[config.mk]
export PLATFORM = sky130hd
export DESIGN_NAME = rv_uart_top_lite
export DESIGN_NICKNAME = d
export VERILOG_FILES = /design/src/rtl/rv_uart_top_lite.sv
export SDC_FILE = /design/constraint.sdc
export NUM_CORES = 1
export LEC_CHECK = 0
export ABC_AREA = 1
export CAP_MARGIN = 30
export CORE_MARGIN = 1
export CORE_UTILIZATION = 49
export CTS_BUF_LIST = sky130_fd_sc_hd__clkbuf_4
export DETAILED_ROUTE_END_ITERATION = 7
export PLACE_DENSITY = 0.75
export REMOVE_ABC_BUFFERS = 1
export SLEW_MARGIN = 0
export SYNTH_ARGS = -nofsm -noshare
export SYNTH_HDL_FRONTEND = slang
export SYNTH_SLANG_ARGS = --single-unit
export TNS_END_PERCENT = 20
[constraint.sdc]
create_clock -name clk -period 2 [get_ports clk]
set_clock_uncertainty 0.05 [all_clocks]
set_input_delay 0.3 -clock clk [delete_from_list [all_inputs] [get_ports clk]]
set_output_delay 0.3 -clock clk [all_outputs]
set_load 0.005 [all_outputs]
[src/rtl/rv_uart_top_lite.sv]
// rv_uart_top_lite: I/O shell with an 8N1 UART receiver, echo transmitter, seven-segment scanner and status LEDs.
// Define RV_KEY_LOCK_EN to scramble the echo with the logic-locking key; otherwise the key only feeds the display.
module rv_uart_top_lite #(
  parameter int          CLKS_PER_BIT = 900,
  parameter int          SCAN_CYCLES  = 1024,
  parameter logic [95:0] KEY_GOLDEN   = 96'h3cf3cf3cf3cf_30c30c_bae_3cf
) (
  input  logic        clk,
  input  logic        Rst,
  input  logic        rx,
  input  logic        prog,
  input  logic        debug,
  input  logic [4:0]  debug_input,
  input  logic [95:0] key,
  output logic        tx,
  output logic        clk_out,
  output logic [6:0]  sev_out,
  output logic [7:0]  an,
  output logic [15:0] led
);

  localparam int CW = $clog2(CLKS_PER_BIT);
  localparam int SW = $clog2(SCAN_CYCLES);
  localparam logic [CW-1:0] CNT_ZERO = CW'(0);
  localparam logic [CW-1:0] CNT_ONE  = CW'(1);
  localparam logic [CW-1:0] HALF_M1  = CW'(CLKS_PER_BIT / 2 - 1);
  localparam logic [CW-1:0] BIT_M1   = CW'(CLKS_PER_BIT - 1);
  localparam logic [SW-1:0] SCAN_M1  = SW'(SCAN_CYCLES - 1);
  localparam logic [SW-1:0] SCAN_ONE = SW'(1);

  typedef enum logic [1:0] {RX_IDLE, RX_START, RX_DATA, RX_STOP} rx_state_e;
  typedef enum logic [1:0] {TX_IDLE, TX_START, TX_DATA, TX_STOP} tx_state_e;

  function automatic logic [7:0] xor_bytes(input logic [95:0] v);
    logic [7:0] acc;
    acc = 8'h00;
    for (int i = 0; i < 12; i++) begin
      acc = acc ^ v[i*8 +: 8];
    end
    return acc;
  endfunction

  function automatic logic [6:0] hex_glyph(input logic [3:0] n);
    logic [6:0] g;
    case (n)
      4'h0: g = 7'b1000000;
      4'h1: g = 7'b1111001;
      4'h2: g = 7'b0100100;
      4'h3: g = 7'b0110000;
      4'h4: g = 7'b0011001;
      4'h5: g = 7'b0010010;
      4'h6: g = 7'b0000010;
      4'h7: g = 7'b1111000;
      4'h8: g = 7'b0000000;
      4'h9: g = 7'b0010000;
      4'hA: g = 7'b0001000;
      4'hB: g = 7'b0000011;
      4'hC: g = 7'b1000110;
      4'hD: g = 7'b0100001;
      4'hE: g = 7'b0000110;
      4'hF: g = 7'b0001110;
      default: g = 7'b1111111;
    endcase
    return g;
  endfunction

  logic            rx_meta_q, rx_meta_d, rx_sync_q, rx_sync_d;
  logic            clk_50M_q, clk_50M_d;
  rx_state_e       rx_state_q, rx_state_d;
  logic [CW-1:0]   rx_cnt_q, rx_cnt_d;
  logic [2:0]      rx_bit_q, rx_bit_d;
  logic [7:0]      rx_shift_q, rx_shift_d;
  logic            rx_valid_q, rx_valid_d;
  logic            frame_err_q, frame_err_d;
  logic [31:0]     rx_word_q, rx_word_d;
  logic [7:0]      rx_count_q, rx_count_d;
  logic [7:0]      led_byte_q, led_byte_d;
  tx_state_e       tx_state_q, tx_state_d;
  logic [CW-1:0]   tx_cnt_q, tx_cnt_d;
  logic [2:0]      tx_bit_q, tx_bit_d;
  logic [7:0]      tx_shift_q, tx_shift_d;
  logic            tx_q, tx_d;
  logic [7:0]      hold_q, hold_d;
  logic            hold_valid_q, hold_valid_d;
  logic            hold_take_s;
  logic [SW-1:0]   scan_cnt_q, scan_cnt_d;
  logic [2:0]      scan_idx_q, scan_idx_d;
  logic [7:0]      an_q, an_d;
  logic [6:0]      sev_q, sev_d;
  logic [15:0]     led_q, led_d;
  logic [7:0]      scramble_s;
  logic            key_ok_s;
  logic            echo_push_s;
  logic [7:0]      echo_byte_s;
  logic [31:0]     disp_s;
  logic            unused_s;

`ifdef RV_KEY_LOCK_EN
  assign scramble_s = xor_bytes(key ^ KEY_GOLDEN);
  assign key_ok_s   = (key == KEY_GOLDEN);
`else
  assign scramble_s = 8'h00;
  assign key_ok_s   = 1'b1;
`endif

  assign unused_s    = ^debug_input[4:2];
  assign echo_push_s = rx_valid_q & ~prog;
  assign echo_byte_s = rx_shift_q ^ scramble_s;

  // Input synchroniser and divided clock
  always_comb begin
    rx_meta_d = rx;
    rx_sync_d = rx_meta_q;
    clk_50M_d = ~clk_50M_q;
  end

  // Receiver: start detection with mid-bit glitch check, LSB-first data, mid-bit stop sample
  always_comb begin
    rx_state_d  = rx_state_q;
    rx_cnt_d    = rx_cnt_q;
    rx_bit_d    = rx_bit_q;
    rx_shift_d  = rx_shift_q;
    rx_valid_d  = 1'b0;
    frame_err_d = frame_err_q;
    case (rx_state_q)
      RX_IDLE: begin
        rx_cnt_d = CNT_ZERO;
        if (!rx_sync_q) begin
          rx_state_d = RX_START;
        end else begin
          rx_state_d = RX_IDLE;
        end
      end
      RX_START: begin
        if (rx_cnt_q == HALF_M1) begin
          rx_cnt_d = CNT_ZERO;
          rx_bit_d = 3'd0;
          if (rx_sync_q) begin
            rx_state_d = RX_IDLE;
          end else begin
            rx_state_d = RX_DATA;
          end
        end else begin
          rx_cnt_d = rx_cnt_q + CNT_ONE;
        end
      end
      RX_DATA: begin
        if (rx_cnt_q == BIT_M1) begin
          rx_cnt_d   = CNT_ZERO;
          rx_shift_d = {rx_sync_q, rx_shift_q[7:1]};
          if (rx_bit_q == 3'd7) begin
            rx_bit_d   = 3'd0;
            rx_state_d = RX_STOP;
          end else begin
            rx_bit_d = rx_bit_q + 3'd1;
          end
        end else begin
          rx_cnt_d = rx_cnt_q + CNT_ONE;
        end
      end
      RX_STOP: begin
        if (rx_cnt_q == BIT_M1) begin
          rx_cnt_d   = CNT_ZERO;
          rx_state_d = RX_IDLE;
          if (rx_sync_q) begin
            rx_valid_d = 1'b1;
          end else begin
            frame_err_d = 1'b1;
          end
        end else begin
          rx_cnt_d = rx_cnt_q + CNT_ONE;
        end
      end
      default: begin
        rx_state_d = RX_IDLE;
        rx_cnt_d   = CNT_ZERO;
      end
    endcase
  end

  // Received-byte bookkeeping, taken in the rx_valid cycle
  always_comb begin
    rx_word_d  = rx_word_q;
    rx_count_d = rx_count_q;
    led_byte_d = led_byte_q;
    if (rx_valid_q) begin
      rx_word_d  = {rx_shift_q, rx_word_q[31:8]};
      rx_count_d = rx_count_q + 8'd1;
      led_byte_d = rx_shift_q;
    end else begin
      rx_word_d = rx_word_q;
    end
  end

  // Transmitter; a pending byte starts straight after the current stop bit
  always_comb begin
    tx_state_d   = tx_state_q;
    tx_cnt_d     = tx_cnt_q;
    tx_bit_d     = tx_bit_q;
    tx_shift_d   = tx_shift_q;
    tx_d         = 1'b1;
    hold_take_s  = 1'b0;
    hold_d       = hold_q;
    hold_valid_d = hold_valid_q;
    case (tx_state_q)
      TX_IDLE: begin
        tx_cnt_d = CNT_ZERO;
        if (hold_valid_q) begin
          tx_state_d  = TX_START;
          tx_shift_d  = hold_q;
          hold_take_s = 1'b1;
          tx_d        = 1'b0;
        end else begin
          tx_d = 1'b1;
        end
      end
      TX_START: begin
        tx_d = 1'b0;
        if (tx_cnt_q == BIT_M1) begin
          tx_cnt_d   = CNT_ZERO;
          tx_bit_d   = 3'd0;
          tx_state_d = TX_DATA;
          tx_d       = tx_shift_q[0];
        end else begin
          tx_cnt_d = tx_cnt_q + CNT_ONE;
        end
      end
      TX_DATA: begin
        tx_d = tx_shift_q[0];
        if (tx_cnt_q == BIT_M1) begin
          tx_cnt_d   = CNT_ZERO;
          tx_shift_d = {1'b0, tx_shift_q[7:1]};
          if (tx_bit_q == 3'd7) begin
            tx_bit_d   = 3'd0;
            tx_state_d = TX_STOP;
            tx_d       = 1'b1;
          end else begin
            tx_bit_d = tx_bit_q + 3'd1;
            tx_d     = tx_shift_q[1];
          end
        end else begin
          tx_cnt_d = tx_cnt_q + CNT_ONE;
        end
      end
      TX_STOP: begin
        tx_d = 1'b1;
        if (tx_cnt_q == BIT_M1) begin
          tx_cnt_d = CNT_ZERO;
          if (hold_valid_q) begin
            tx_state_d  = TX_START;
            tx_shift_d  = hold_q;
            hold_take_s = 1'b1;
            tx_d        = 1'b0;
          end else begin
            tx_state_d = TX_IDLE;
          end
        end else begin
          tx_cnt_d = tx_cnt_q + CNT_ONE;
        end
      end
      default: begin
        tx_state_d = TX_IDLE;
        tx_cnt_d   = CNT_ZERO;
        tx_d       = 1'b1;
      end
    endcase
    // A fresh echo overwrites the pending byte, even in the cycle it is consumed
    if (echo_push_s) begin
      hold_d       = echo_byte_s;
      hold_valid_d = 1'b1;
    end else if (hold_take_s) begin
      hold_valid_d = 1'b0;
    end else begin
      hold_valid_d = hold_valid_q;
    end
  end

  // Display source, digit scanner and LED image
  always_comb begin
    disp_s = rx_word_q;
    if (debug) begin
      case (debug_input[1:0])
        2'd0:    disp_s = key[31:0];
        2'd1:    disp_s = key[63:32];
        2'd2:    disp_s = key[95:64];
        2'd3:    disp_s = {24'h000000, rx_count_q};
        default: disp_s = rx_word_q;
      endcase
    end else begin
      disp_s = rx_word_q;
    end
    scan_cnt_d = scan_cnt_q + SCAN_ONE;
    scan_idx_d = scan_idx_q;
    if (scan_cnt_q == SCAN_M1) begin
      scan_cnt_d = {SW{1'b0}};
      scan_idx_d = scan_idx_q + 3'd1;
    end else begin
      scan_idx_d = scan_idx_q;
    end
    an_d  = ~(8'd1 << scan_idx_d);
    sev_d = hex_glyph(disp_s[{scan_idx_d, 2'b00} +: 4]);
    led_d = {2'b00, key_ok_s, (tx_state_q != TX_IDLE), (rx_state_q != RX_IDLE),
             debug, prog, frame_err_q, led_byte_q};
  end

  // State registers
  always_ff @(posedge clk or negedge Rst) begin
    if (!Rst) begin
      rx_meta_q    <= 1'b1;
      rx_sync_q    <= 1'b1;
      clk_50M_q    <= 1'b0;
      rx_state_q   <= RX_IDLE;
      rx_cnt_q     <= CNT_ZERO;
      rx_bit_q     <= 3'd0;
      rx_shift_q   <= 8'h00;
      rx_valid_q   <= 1'b0;
      frame_err_q  <= 1'b0;
      rx_word_q    <= 32'h0000_0000;
      rx_count_q   <= 8'h00;
      led_byte_q   <= 8'h00;
      tx_state_q   <= TX_IDLE;
      tx_cnt_q     <= CNT_ZERO;
      tx_bit_q     <= 3'd0;
      tx_shift_q   <= 8'h00;
      tx_q         <= 1'b1;
      hold_q       <= 8'h00;
      hold_valid_q <= 1'b0;
      scan_cnt_q   <= {SW{1'b0}};
      scan_idx_q   <= 3'd0;
      an_q         <= 8'hFF;
      sev_q        <= 7'h7F;
      led_q        <= 16'h0000;
    end else begin
      rx_meta_q    <= rx_meta_d;
      rx_sync_q    <= rx_sync_d;
      clk_50M_q    <= clk_50M_d;
      rx_state_q   <= rx_state_d;
      rx_cnt_q     <= rx_cnt_d;
      rx_bit_q     <= rx_bit_d;
      rx_shift_q   <= rx_shift_d;
      rx_valid_q   <= rx_valid_d;
      frame_err_q  <= frame_err_d;
      rx_word_q    <= rx_word_d;
      rx_count_q   <= rx_count_d;
      led_byte_q   <= led_byte_d;
      tx_state_q   <= tx_state_d;
      tx_cnt_q     <= tx_cnt_d;
      tx_bit_q     <= tx_bit_d;
      tx_shift_q   <= tx_shift_d;
      tx_q         <= tx_d;
      hold_q       <= hold_d;
      hold_valid_q <= hold_valid_d;
      scan_cnt_q   <= scan_cnt_d;
      scan_idx_q   <= scan_idx_d;
      an_q         <= an_d;
      sev_q        <= sev_d;
      led_q        <= led_d;
    end
  end

  assign tx      = tx_q;
  assign clk_out = clk_50M_q;
  assign sev_out = sev_q;
  assign an      = an_q;
  assign led     = led_q;

endmodule

Word-level counts from Yosys, hierarchy flattened
Memories as Yosys holds them, arrays and structs flattened. A register that Yosys moved wholly into a read port is not among the register bits.
Cells that the tools add are included.

storage, ports and cells
  bits in registers = 144
  memory bits (read-only) = 112
  output and inout bits = 33
  word-level logic and storage cells = 130
  memories = 1

memory list
  name              words  width  read ports  clocked after memory_dff  wr ports  RTL line  RTL
  (name not given)  16     7      1           1                         0         45        case (n)

operators by class
  add/sub/neg operators = 7
  eq/ne operators = 24
  shift-type cells = 2
  multiplexer cells = 49
  bitwise gates (word level) = 5
  reduce and logical (&&, ||, !) cells = 19

operator list
  kind                     number
  $pmux W32 S4             1
  $mux W10                 4
  $mux W32                 1
  $shiftx A32 B6 Y4        1
  $add A10 B1 Y10 const B  3
  $eq A10 B10 Y1 const B   3
  $pmux W10 S3             1
  $mux W8                  3
  $pmux W8 S3              1
  $mux W3                  7
  $mux W2                  10
  $pmux W10 S2             1
  $ne A2 B2 Y1 const B     9
  $pmux W2 S4              2
  $mux W1                  14
  $eq A2 B2 Y1 const B     6
  $pmux W3 S2              2
  $reduce_and A3 Y1        4
  $eq A10 B9 Y1 const B    1
  $reduce_bool A2 Y1       5
  $add A3 B1 Y3 const B    3
  $add A8 B1 Y8 const B    1
  $not A8 Y8               1
  $shl A1 B3 Y8 const A    1
  other kinds (14)         21

Depth between registers and ports, before layout
Gate-level depths: netlist of the first run.

  word-level depth = 5
  mapped depth = 19
  mapped depth without buffers = 17

Least setup slack after synthesis of the first run
No wires, ideal clock.

  path type = reg-to-reg
  from = reg scan_cnt_q[0]
  to = reg sev_q[0] (netlist: sev_out[0])
  arrival = 2.132 ns
  data required time = 1.874 ns
  setup slack = -0.258 ns
  stages on the path, launching flop included = 15
  path buffers = 1
  clock period less this slack = 2.258 ns
  cell sequence = dfrtp_1 ha_1 nand2_1 nor2_4 nand3_4 nor2_4 xor2_2 buf_4 nand3_2 nand2_2 inv_1 ha_1 nand3b_1 nand3_1 nand2_1

on the way
  cells in the longest elaborated chain, start to end = 3

ends and longest elaborated chain
  element                 RTL line  RTL
  from (decl)             86        logic [SW-1:0] scan_cnt_q, scan_cnt_d;
  from (signal assigned)  328       scan_cnt_q <= {SW{1'b0}};
  from (signal assigned)  353       scan_cnt_q <= scan_cnt_d;
  $eq A10 B10 Y1          294       if (scan_cnt_q == SCAN_M1) begin
  $mux W3                 294
  $shiftx A32 B6 Y4       301       sev_d = hex_glyph(disp_s[{scan_idx_d, 2'b00} +: 4]);
  to (decl)               89        logic [6:0] sev_q, sev_d;

No other way between the ends.
A chain may end at the register's enable or synchronous reset.

Worst setup path after layout of the first run
  from = reg scan_cnt_q[0]
  to = reg sev_q[5] (netlist: sev_out[5])

Same word-level chain as after synthesis.

==> impl_metrics.yaml, run 1 <==
cts:
  htree_levels: 4
  clock_sinks: 143
  cts.clk_slew.worst_paths_ns: 0.14
  cts_buffers: 17
  clk-insertion-delay-late_ns: 0.56
  max-clock-path-buffers: 2
  clk_root_buffer_cell: "clkbuf_4"
  cts_tree: "done"
worst_setup_path:
  worstSetupPathType: "flop to flop"
  worst_ep_arrival_time_ns: 2.78
  crit_path_end_kind: "flop"
  required_ns: 2.46
  reg2regPathDepth: 14
  start_kind: "flop"
  cp_max_fo: 6
floorplan:
  die_h_um: 126.8
  core_area_mm2: 0.01520
  num_rows: 45
  io_pins: 139
  start_util_pct: 50.21
  dieWidth_um: 126.8
  die-area_mm2: 0.01608
route:
  post-route-drc-count: 0
  ant_nets: 0
  viasPerCell: 5.094
  wirelength_mm: 19.31
  drt-initial-drc-count: 436
  num_vias: 7233
  wl_per_cell_um: 13.60
  firstDrtPassIters: 7
synth:
  yosysTopAreaCell: "dfrtp_1"
  synth-async-reset-ratio_pct: 100.0
  synth_edf_count: 0
  synth_common_cells: "nand2_1, dfrtp_1, inv_1"
  yosysTopAreaCellShare_pct: 40.98
  syn_area_per_cell_um2: 7.603
  ys.flop_type: "dfrtp_1"
  synth_area_leaders: "dfrtp_1, nand2_1, dfstp_2"
  yosysWarnings: 0
  yosysUniqueCellTypes: 47
  synthMostInstantiatedCell: "nand2_1"
  ys_seq_elements: 143
  synth_area_mm2: 0.007634
  synth_seq_area_share_pct: 47.17
  synthCells: 1004
sta:
  setup_violations: 7
  drv_slew: 0
  timing_hold_violations_final: 0
  grt_setup_unrepaired: "true"
  max_freq_mhz: 430.2
  period_needed_ns: 2.325
  finalWorstSetupSlack_ns: -0.3247
  period_share_pct: 116.2
status:
  status: "complete, but fails checks"
  violations: "setup timing"
global_routing:
  antenna_found_initial: 1
  grt_max_degree: 45
  grt_util_all_layers_pct: 24.97
  grt_first_pass_wirelength_mm: 32.04
  grt_pass1_vias: 6896
  grt.overflow.total: 0
place:
  place.gp.congestion: 0.9037
  io_buffer_count: 133
  hpwl_mm: 14.08
  placed_cell_area_mm2: 0.009694
  post-place-ws_ns: -0.6648
hold_path:
  hp-class: "input pin to flop"
  hold_depth: 1
finish:
  finalNetCount: 1345
  register_area_mm2: 0.003601
  syn_to_final_growth_pct: 35.70
  multiInputGateArea_mm2: 0.003674
  fill_cells: 1234
  drive_gt1_share_pct: 16.82
  fin_area_mm2: 0.01036
power:
  power_mw: 5.316
  leakage_nw: 5.080
  cellPowerDensity_mw_per_mm2: 513.2
  ir_drop_mv: 0.3739
flow_run:
  max_cap_viol_count: 0
==> registers in the layout (all words and copies together) (netlist names), 10 cells and up, named ones only <==
register	count
rx_word_q	32
scan_cnt_q	10
led	14
rx_cnt_q	10
tx_cnt_q	10
==> worst max-delay path, stage by stage, from the launching register on <==
cell and delay (ns):
dfrtp_1 0.38, ha_2 0.21, nand2_4 0.06, nor2_4 0.13
nand3_4 0.18, nor2_4 0.14, xor2_2 0.22, inv_2 0.12
nand3_4 0.13, nand2_8 0.09, ha_4 0.16, nand3b_1 0.15
nand2_1 0.08, nand2_1 0.06, nand2_1 0.08
==> final timing paths <==
kind | slack, ns | end | from
min | 0.09 | rx_meta_q | rx
max in group asynchronous | 1.08 | an[3] | Rst
min reg2reg | 0.32 | rx_sync_q | rx_meta_q
max reg2reg | -0.32 | sev_out[5] | scan_cnt_q[0]
max | -0.32 | sev_out[5] | scan_cnt_q[0]
min in group asynchronous | 0.15 | rx_word_q[10] | Rst
==> layout by cell type (no fill, tap or decap), types with 4 or more instances in the layout <==
master / n
nand3_4: 5
nand2_4: 10
buf_6: 9
clkbuf_4: 17
nand3_2: 4
o21ai_0: 63
nand2_1: 332
inv_2: 5
inv_1: 96
clkdlybuf4s50_1: 123
nand4_1: 6
a21oi_1: 43
nor2_1: 75
nand3_1: 68
a31oi_1: 7
dlymetal6s2s_1: 9
buf_4: 83
inv_6: 5
ha_4: 5
nor3_1: 16
dfstp_2: 18
xor2_1: 12
xnor2_1: 5
clkinvlp_4: 5
buf_12: 6
dfrtp_1: 125
nand2_2: 13
ha_1: 15
==> area by class of cell <==
| class | instances | share of cell area, % |
|---|---|---|
| Clock inverter | 15 | 1.087 |
| Antenna cell | 1 | 0.02416 |
| Tap cell | 188 | 2.271 |
| Sequential cell | 143 | 34.76 |
| Inverter | 106 | 3.938 |
| Multi-Input combinational cell | 719 | 35.46 |
| Timing Repair Buffer | 231 | 21.22 |
| Clock buffer | 17 | 1.232 |
==> routing by layer <==
layer	global-route usage, %	part of all wire [%]
met1	32.76	43
met2	41.79	49
met3	4.935	5.9
met4	7.633	1.8
met5	0	0
==> timing repair <==
item / in CTS / in global routing
buffers inserted: 10 / 5
setup endpoints to repair: 7 / 39
hold buffers: 1 / 0
pin swaps: 17 / 22
resized for setup: 39 / 36
hold endpoints to repair: 125 / 0
==> kinds of logic after synthesis <==
logic type      after synthesis  share of synthesized area (%)
flops                       143                          47.17
other cells                   2                        0.09838
xor+xnor                     18                          2.164
simple gates                548                          30.18
fa+ha+maj                    21                          3.442
compound gates              129                          9.064
buf+inv                     143                          7.884
==> through the flow <==
step,TNS (ns),instances,hold WS [ns],utilization [%]
after floorplan,-4.099,968,-0.04559,-
after global placement,-3.906,1371,0.1843,63.77
after detailed placement,-4.341,1371,0.1894,63.77
after CTS,-1.854,1414,0.05594,67.10
after global routing,-3.107,1420,0.04955,68.14
final,-2.023,1420,0.08519,68.14
==> report_power, final <==
group / internal (mW) / leakage, nW / switching, mW
sequential: 2.94 / 1.83 / 0.0148
combinational: 0.383 / 3.13 / 0.351
clock: 0.499 / 0.119 / 1.13
total: 3.82 / 5.08 / 1.49
No activity file was read; power rests on OpenSTA's default activity.
==> run 2: changes to the inputs <==
--- a/config.mk
+++ b/config.mk
@@ -13,6 +13,7 @@
 export DETAILED_ROUTE_END_ITERATION = 7
 export PLACE_DENSITY = 0.75
 export REMOVE_ABC_BUFFERS = 1
+export SKIP_LAST_GASP = 1
 export SLEW_MARGIN = 0
 export SYNTH_ARGS = -nofsm -noshare
 export SYNTH_HDL_FRONTEND = slang
==> run 2 against run 1 <==
  * The flow still finishes with violations (setup timing)
  * Power about the same
  * Worst hold slack better by 0.013 ns
  * Via count up 0.14%
  * Critical endpoint unchanged
==> impl_metrics.yaml, run 2 (synthesis results as in run 1) <==
finish:
  finalNetCount: 1343
  most-common-layout-cells: "nand2_1, clkdlybuf4s50_1, dfrtp_1, inv_1, buf_4"
  largest_reg_flops: 32
  fin_area_mm2: 0.01035
  layout_commonest_cell: "nand2_1"
  syn_to_final_growth_pct: 35.60
  regMostFlops: "rx_word_q"
  drive_gt1_share_pct: 16.92
  final_cell_count_no_fill: 1418
sta:
  max_freq_mhz: 435.6
  grt_setup_unrepaired: "true"
  timing_hold_violations_final: 0
  setup_violations: 7
  period_needed_ns: 2.295
  drv_slew: 0
  finalWorstSetupSlack_ns: -0.2955
  period_share_pct: 114.8
power:
  power.internal_mw: 3.830
  combPwrFrac_pct: 14.0
  ir_drop_mv: 0.3704
  leakage_nw: 5.012
  swShare_pct: 27.98
  p_switching_mw: 1.488
  power_mw: 5.319
  pwr-share-seq_pct: 55.6
  cellPowerDensity_mw_per_mm2: 513.8
  p_clk_share_pct: 30.4
cts:
  htree_levels: 4
  cts_tree: "done"
  clk_root_buffer_cell: "clkbuf_4"
  clock_sinks: 143
  clk-insertion-delay-late_ns: 0.56
  max-clock-path-buffers: 2
  cts.clk_slew.worst_paths_ns: 0.14
  cts_buffers: 17
global_routing:
  grt_pass1_vias: 6893
  grt_util_all_layers_pct: 24.93
  grt.overflow.total: 0
  antenna_found_initial: 1
  grt_max_degree: 45
  grt_first_pass_wirelength_mm: 31.95
place:
  dp.cells: 1371
  placed_cell_area_mm2: 0.009694
  hpwl_mm: 14.08
  place.gp.congestion: 0.9037
  io_buffer_count: 133
route:
  firstDrtPassIters: 5
  viasPerCell: 5.108
  maxUsedRoutingLayer: "met4"
  post-route-drc-count: 0
  ant_nets: 0
  wl_met2_mm: 9.445
  wirelength_mm: 19.28
  num_vias: 7243
  wl_met1_mm: 8.407
  wl_met3_mm: 1.126
  wl_per_cell_um: 13.60
  drt-initial-drc-count: 449
floorplan:
  die-area_mm2: 0.01608
  num_rows: 45
  start_util_pct: 50.21
  io_pins: 139
  dieWidth_um: 126.8
  die_h_um: 126.8
  core_area_mm2: 0.01520
flow_run:
  max_cap_viol_count: 0
worst_setup_path:
  crit_family: "simple AND/OR/NAND/NOR gates"
  cp_max_fo: 6
  required_ns: 2.45
  worst_ep_arrival_time_ns: 2.75
  cp_common_cell: "nand2_1"
  crit_path_end_kind: "flop"
  cp_cell_sequence: "ha_2 -> nand2_4 -> nor2_4 -> nand3_4 -> o21ai_4 -> buf_6 -> nand3_2 -> nand3_4 -> nand2_8 -> ha_4 -> nand3b_1 -> nand2_1 -> nand2_1 -> nand2_1"
  cp_num_buf_inv: 1
  worstSetupPathType: "flop to flop"
  start_kind: "flop"
  max_stage_delay_ns: 0.38
  cp_slowest_cell: "dfrtp_1"
status:
  status: "complete, but fails checks"
  violations: "setup timing"
hold_path:
  hp-class: "input pin to flop"
-- run 2: cell count changes in the layout (fill, tap and decap cells not counted), moves of 2 or more --
cell,change
clkdlybuf4s50_1,+9
dlymetal6s2s_1,-9
nand3_1,-7
nand3_2,+7
buf_6,-2
nand2_2,-2
-- run 2: metrics by stage --
stage                     hold WS [ns]  utilization, %  worst slack, ns  setup TNS, ns
after global placement          0.1843           63.77          -0.5938         -3.906
after global routing           0.04955           68.09          -0.4504         -3.740
final                          0.09820           68.09          -0.2955         -2.008
after CTS                      0.05594           66.99          -0.2837         -1.935
after floorplan               -0.04559               -          -0.4382         -4.099
after detailed placement        0.1894           63.77          -0.6648         -4.341
-- run 2: worst paths after layout --
path | start | to | slack, ns | depth (start not counted)
max | scan_cnt_q[1] | sev_out[5] | -0.30 | 14
min | rx | rx_meta_q | 0.1 | 1
max reg2reg | scan_cnt_q[1] | sev_out[5] | -0.30 | 14
min reg2reg | rx_meta_q | rx_sync_q | 0.31 | 0
max in group asynchronous | Rst | an[3] | 1.07 | 3
min in group asynchronous | Rst | rx_word_q[10] | 0.16 | 2
-- run 2: metal layers --
metal | global-route usage, % | vias up
li1 | - | 3614
met1 | 32.49 | 3346
met2 | 41.76 | 248
met3 | 5.230 | 35
met4 | 7.633 | 0
met5 | 0 | -
-- run 2: area by class of cell --
class,instances,area [µm²]
Multi-Input combinational cell,719,3711
Sequential cell,143,3601
Tap cell,188,235.2
Inverter,106,407.9
Antenna cell,1,2.502
Clock buffer,17,127.6
Fill cell,1237,4851
Timing Repair Buffer,229,2153
Clock inverter,15,112.6
-- run 2: what timing repair did --
| action | in CTS | in global routing |
|---|---|---|
| hold buffers | 1 | 0 |
| hold endpoints to repair | 125 | 0 |
| gates resized for setup | 36 | 32 |
| buffers inserted | 10 | 3 |
| setup endpoints to repair | 7 | 39 |
| pin swaps | 16 | 25 |
-- run 2: power by group through the flow --
stage               Sequential, mW  Clock [mW]  Combinational (mW)
global placement              3.01           0               0.685
global route                  2.96        1.79               0.825
detailed placement            3.01           0               0.691
CTS                           2.96        1.67               0.720
floorplan                     3.01           0               0.239
finish                        2.96        1.62               0.745
-- run 2: worst reg2reg max path, delay by kind of cell, from the launching register on --
family	cells	cell delay, ns
simple gates	10	1.03
flops	1	0.38
fa+ha+maj	2	0.37
compound gates	1	0.26
buf+inv	1	0.14
==> patch 1 (config.mk and constraints of run 2) <==
`tx_shift_q` no longer has a reset.
--- a/src/rtl/rv_uart_top_lite.sv
+++ b/src/rtl/rv_uart_top_lite.sv
@@ -322,5 +322,4 @@
       tx_cnt_q     <= CNT_ZERO;
       tx_bit_q     <= 3'd0;
-      tx_shift_q   <= 8'h00;
       tx_q         <= 1'b1;
       hold_q       <= 8'h00;
@@ -347,5 +346,4 @@
       tx_cnt_q     <= tx_cnt_d;
       tx_bit_q     <= tx_bit_d;
-      tx_shift_q   <= tx_shift_d;
       tx_q         <= tx_d;
       hold_q       <= hold_d;
@@ -359,4 +357,8 @@
   end
 
+  always_ff @(posedge clk) begin
+    tx_shift_q <= tx_shift_d;
+  end
+
   assign tx      = tx_q;
   assign clk_out = clk_50M_q;
Behaviour: same outputs for any inputs over 10 cycles, from zero or initial values and one cycle with Rst low; that may be too few to reach the edited logic, so the function may still have changed.
==> patch 1 against run 2 <==
Critical path type unchanged. Total power increased by 1.6%. Non-clock buffer count increased by 4. Utilization is 0.25 points lower. Area after synthesis up 1.9%. Final area up 0.74%. Worst setup slack worse by 0.089 ns. Sequential cell count stayed put. The run still ends with negative setup slack left. Routed wire length is 6.7% higher. Synthesized cell count decreased by 0.20%. Largest power group unchanged.
==> patch 1: results (changes against run 2) <==
- Switching power: 1.44 mW (was 1.49 mW)
- P_seq: 2.97 mW (was 2.96 mW)
- Post-CTS Setup Inserts: 5 (was 10)
- Setup Viol. Count Final: 14 (was 7)
- Met1 wire length: 8.87 mm (was 8.41 mm)
- Async set or reset register ratio after synthesis: 94.4% (was 100%)
- Failing checks: negative setup slack (unchanged)
- Met3 WL: 905 µm (was 1.13 mm)
- R2R setup slack: -0.38 ns (was -0.30 ns)
- GP Congestion: 0.892 (was 0.904)
- Initial antenna violation count: 0 (was 1)
- Met2 WL: 10.4 mm (was 9.45 mm)
- Initial DRC Count: 347 (was 449)
- Switching Fraction: 26.7% (was 28.0%)
- Vias post-DR: 7231 (was 7243)
- Fillers: 1245 (was 1237)
- Worst R2R End: sev_out[1] (was sev_out[5])
- Share of the synthesized area in the top cell type: 37.7% (was 41.0%)
- Setup WS pre-CTS: -0.651 ns (was -0.665 ns)
- Cells after Synth: 1002 (was 1004)
- Number of global-route vias before repair: 6993 (was 6893)
- Global-route usage over all layers: 26.0% (was 24.9%)
- Reg2Reg Depth: 16 (was 14)
- Clock transition at path regs: 0.12 ns (was 0.14 ns)
- Post-synth EDFFs: 8 (was 0)
- Post-route worst setup slack: -0.385 ns (was -0.295 ns)
- Sequential fraction of the synthesis area: 46.8% (was 47.2%)
- Largest cells by area after synthesis: dfrtp_1, nand2_1, dfstp_2 (unchanged)
- Drt first pass iters: 7 (was 5)
- Cell Count, Final, Fillers Out: 1441 (was 1418)
- Post-CTS sizing: 13 (was 36)
- Global-route wire length before repair: 33.3 mm (was 32.0 mm)
- Status: finished, violations left (unchanged)
- CP arrival: 2.83 ns (was 2.75 ns)
- Most frequent cells after synthesis: nand2_1, dfrtp_1, inv_1 (unchanged)
- Leak: 5.03 nW (was 5.01 nW)
- Die width: 128 µm (was 127 µm)
- Max FO, Critical Path: 8 (was 6)
==> patch 1: cell types whose count changed in the layout (fill, tap and decap cells not counted), sizes merged, moves of 2 or more <==
cell	delta
a21oi	-8
a22oi	-2
a31oi	-7
buf	+4
dfrtp	-8
edfxtp	+8
nand2	-3
nand3	+7
nand4	+2
nor2	-5
o211ai	+2
o21ai	+10
o31ai	+2
==> patch 1: cells by family (layout without fill, tap and decap cells) <==
kind of cell,Yosys count,in the layout,synth area share (%)
compound gates,122,122,8.34
xor+xnor,20,20,2.49
fa+ha+maj,21,21,3.38
buf+inv,148,374,7.90
flops,143,143,46.8
other cells,2,3,0.0966
simple gates,546,547,31.0
==> patch 1: per-stage QoR <==
stage	area, µm²	TNS (ns)	util (%)
floorplan	7580	-4.20	-
global placement	9900	-3.78	64.4
detailed placement	9900	-4.20	64.4
CTS	10200	-2.01	66.7
global route	10400	-5.73	67.8
finish	10400	-2.63	67.8
==> patch 1: layer usage <==
metal	track usage (%)	vias to the layer above
met1	32.5	3396
met4	7.34	0
li1	-	3613
met2	45.9	192
met3	4.92	30
met5	0	-
==> patch 1: final cells by class <==
type,count,share of cell area [%]
multi-input combinational,713,35.5
sequential,143,34.9
timing repair buffer,233,20.7
inverter,109,3.97
tap,211,2.53
clock buffer,18,1.30
clock inverter,14,1.13
==> patch 1: how the worst max path moves through the flow <==
stage                   startpoint  slack [ns]  cells past startpoint          to
floorplan           debug_input[1]       -0.45                     16  sev_out[0]
global placement    debug_input[1]       -0.59                     18  sev_out[0]
detailed placement  debug_input[1]       -0.65                     18  sev_out[3]
CTS                  scan_cnt_q[1]       -0.30                     17  sev_out[3]
global route         scan_cnt_q[1]       -0.52                     17  sev_out[0]
finish               scan_cnt_q[1]       -0.38                     16  sev_out[1]
==> patch 2 (settings of run 2) <==
Made on the original files. The option `RV_KEY_LOCK_EN` is turned on by a define.
--- a/src/rtl/rv_uart_top_lite.sv
+++ b/src/rtl/rv_uart_top_lite.sv
@@ -1,4 +1,6 @@
 // rv_uart_top_lite: I/O shell with an 8N1 UART receiver, echo transmitter, seven-segment scanner and status LEDs.
 // Define RV_KEY_LOCK_EN to scramble the echo with the logic-locking key; otherwise the key only feeds the display.
+`define RV_KEY_LOCK_EN
+
 module rv_uart_top_lite #(
   parameter int          CLKS_PER_BIT = 900,
Formal check against the unedited RTL: not equivalent (Yosys sat finds a counterexample within 4 cycles, from zero or initial values and one cycle with Rst low).
==> patch 2 against run 2 <==
The flow still finishes with violations (negative setup slack). Final area is 17% higher. Highest routed layer is now met5. Via count is 25% higher. Routed wire length is 46% higher. Worst setup slack worse by 0.12 ns. Sequential cell count stayed put. Area after synthesis is 16% higher. Total power is 19% higher. Non-clock buffer count is 73 higher. Maximum frequency is 5.1% lower. Synthesized cell count is 17% higher.
==> patch 2: results (changes against run 2) <==
- Post-route worst setup slack: -0.419 ns (was -0.295 ns)
- Failing checks: negative setup slack (unchanged)
- Leak: 5.87 nW (was 5.01 nW)
- CP arrival: 2.88 ns (was 2.75 ns)
- Crit start category: flop (unchanged)
- Reg2Reg Depth: 18 (was 14)
- Max_slew headroom: between 60 and 70%
- RR Startpoint: scan_cnt_q[0] (was scan_cnt_q[1])
- CTS Buffer Depth: 2 (unchanged)
- Share of layout cells above drive strength 1: 18.6% (was 16.9%)
- Number of global-route vias before repair: 8726 (was 6893)
- Clock power share: 28.2% (was 30.4%)
- Hpwl dp: 22.0 mm (was 14.1 mm)
- Main synth FF type: dfrtp_1 (unchanged)
- Largest Register: rx_word_q (unchanged)
- Setup TNS: -2.33 ns (was -2.01 ns)
- Global-route usage over all layers: 31.7% (was 24.9%)
- Initial antenna violation count: 2 (was 1)
- Nets: 1587 (was 1343)
- XOR/XNOR share of the synthesized area: 10.4% (was 2.16%)
- Via density: 5.31 (was 5.11)
- Hold WC Path Type: primary input to flop (unchanged)
- Setup Viol. Count Final: 7 (unchanged)
- M3 GR Usage: 6.71% (was 5.23%)
- Global-route wire length before repair: 44.5 mm (was 32.0 mm)
- Switching Fraction: 30.9% (was 28.0%)
- Largest cells by area after synthesis: dfrtp_1, nand2_1, xnor2_1 (was dfrtp_1, nand2_1, dfstp_2)
- GP Congestion: 0.939 (was 0.904)
- Hold Crit Start: rx (unchanged)
- Post-CTS sizing: 16 (was 36)
- Adder-cell share of the synthesized area: 2.97% (was 3.44%)
- Maximum VDD drop: 0.336 mV (was 0.370 mV)
- Largest net degree at the start of global routing: 49 (was 45)
- Worst-skew pair later-pin latency: between 0.5 and 0.6 ns
- Initial DRC Count: 751 (was 449)
- Buffers on Ports: 133 (unchanged)
- Met2 global-route usage: 48.8% (was 41.8%)
- Area post-placement: 11500 µm² (was 9690 µm²)
- Final design utilization: 69.2% (was 68.1%)
- Most frequent cells after synthesis: nand2_1, dfrtp_1, inv_1 (unchanged)
- Async set or reset register ratio after synthesis: 100% (unchanged)
- Synth warn: 0 (unchanged)
- Max reg flops: 32 (unchanged)
- Post-CTS Setup Inserts: 5 (was 10)
- WL per Instance: 16.6 µm (was 13.6 µm)
- Post-synthesis compound-gate area fraction: 7.64% (was 9.06%)
- Status: finished, violations left (unchanged)
- Cell variety after synth: 45 (was 47)
- Fillers: 1425 (was 1237)
- Sequential fraction of the synthesis area: 40.7% (was 47.2%)
- Post-synth EDFFs: 0 (unchanged)
- GRT met1 Usage: 42.5% (was 32.5%)
- Mux share of post-synthesis cell area: 0% (unchanged)
- Post-CTS Hold Buffers: 1 (unchanged)
- Critical Path Sink: sev_out[3] (was sev_out[5])
- Final hold slack: 0.0907 ns (was 0.0982 ns)
- Slowest-stage cell, CP: dfrtp_1 (unchanged)
- Power in the clock group: 1.78 mW (was 1.62 mW)
- Hold Path End: rx_meta_q (unchanged)
- P_seq: 3.06 mW (was 2.96 mW)
==> patch 2: layout make-up <==
cell class,count,share of cell area (%)
diodes,1,0.0207
clock buffers,18,1.12
clock inverters,14,0.973
inverters,124,3.95
multi-input cells,872,39.5
flip-flops and latches,143,29.8
well taps,225,2.33
repair buffers,302,22.3
==> patch 2: stage by stage <==
stage / setup WS, ns / cells
after floorplan: -0.587 / 1138
after global placement: -0.549 / 1651
after detailed placement: -0.623 / 1651
after CTS: -0.297 / 1689
after global routing: -0.562 / 1699
final: -0.419 / 1699
==> patch 2: logic make-up (layout without fill, tap and decap cells) <==
kind of cell               Yosys count  after routing
and+or+nand+nor                    617            618
DFF                                143            143
other                                1              3
AOI/OAI and AO/OA                  126            126
adders and majority gates           21             21
buffers and inverters              160            458
xor gates and xnor gates           105            105
==> patch 2: per-layer routing <==
metal,vias to the layer above,wire length [µm]
met2,417,12500
met4,2,1260
met1,4183,11900
li1,4322,-
met3,97,2570
met5,-,9
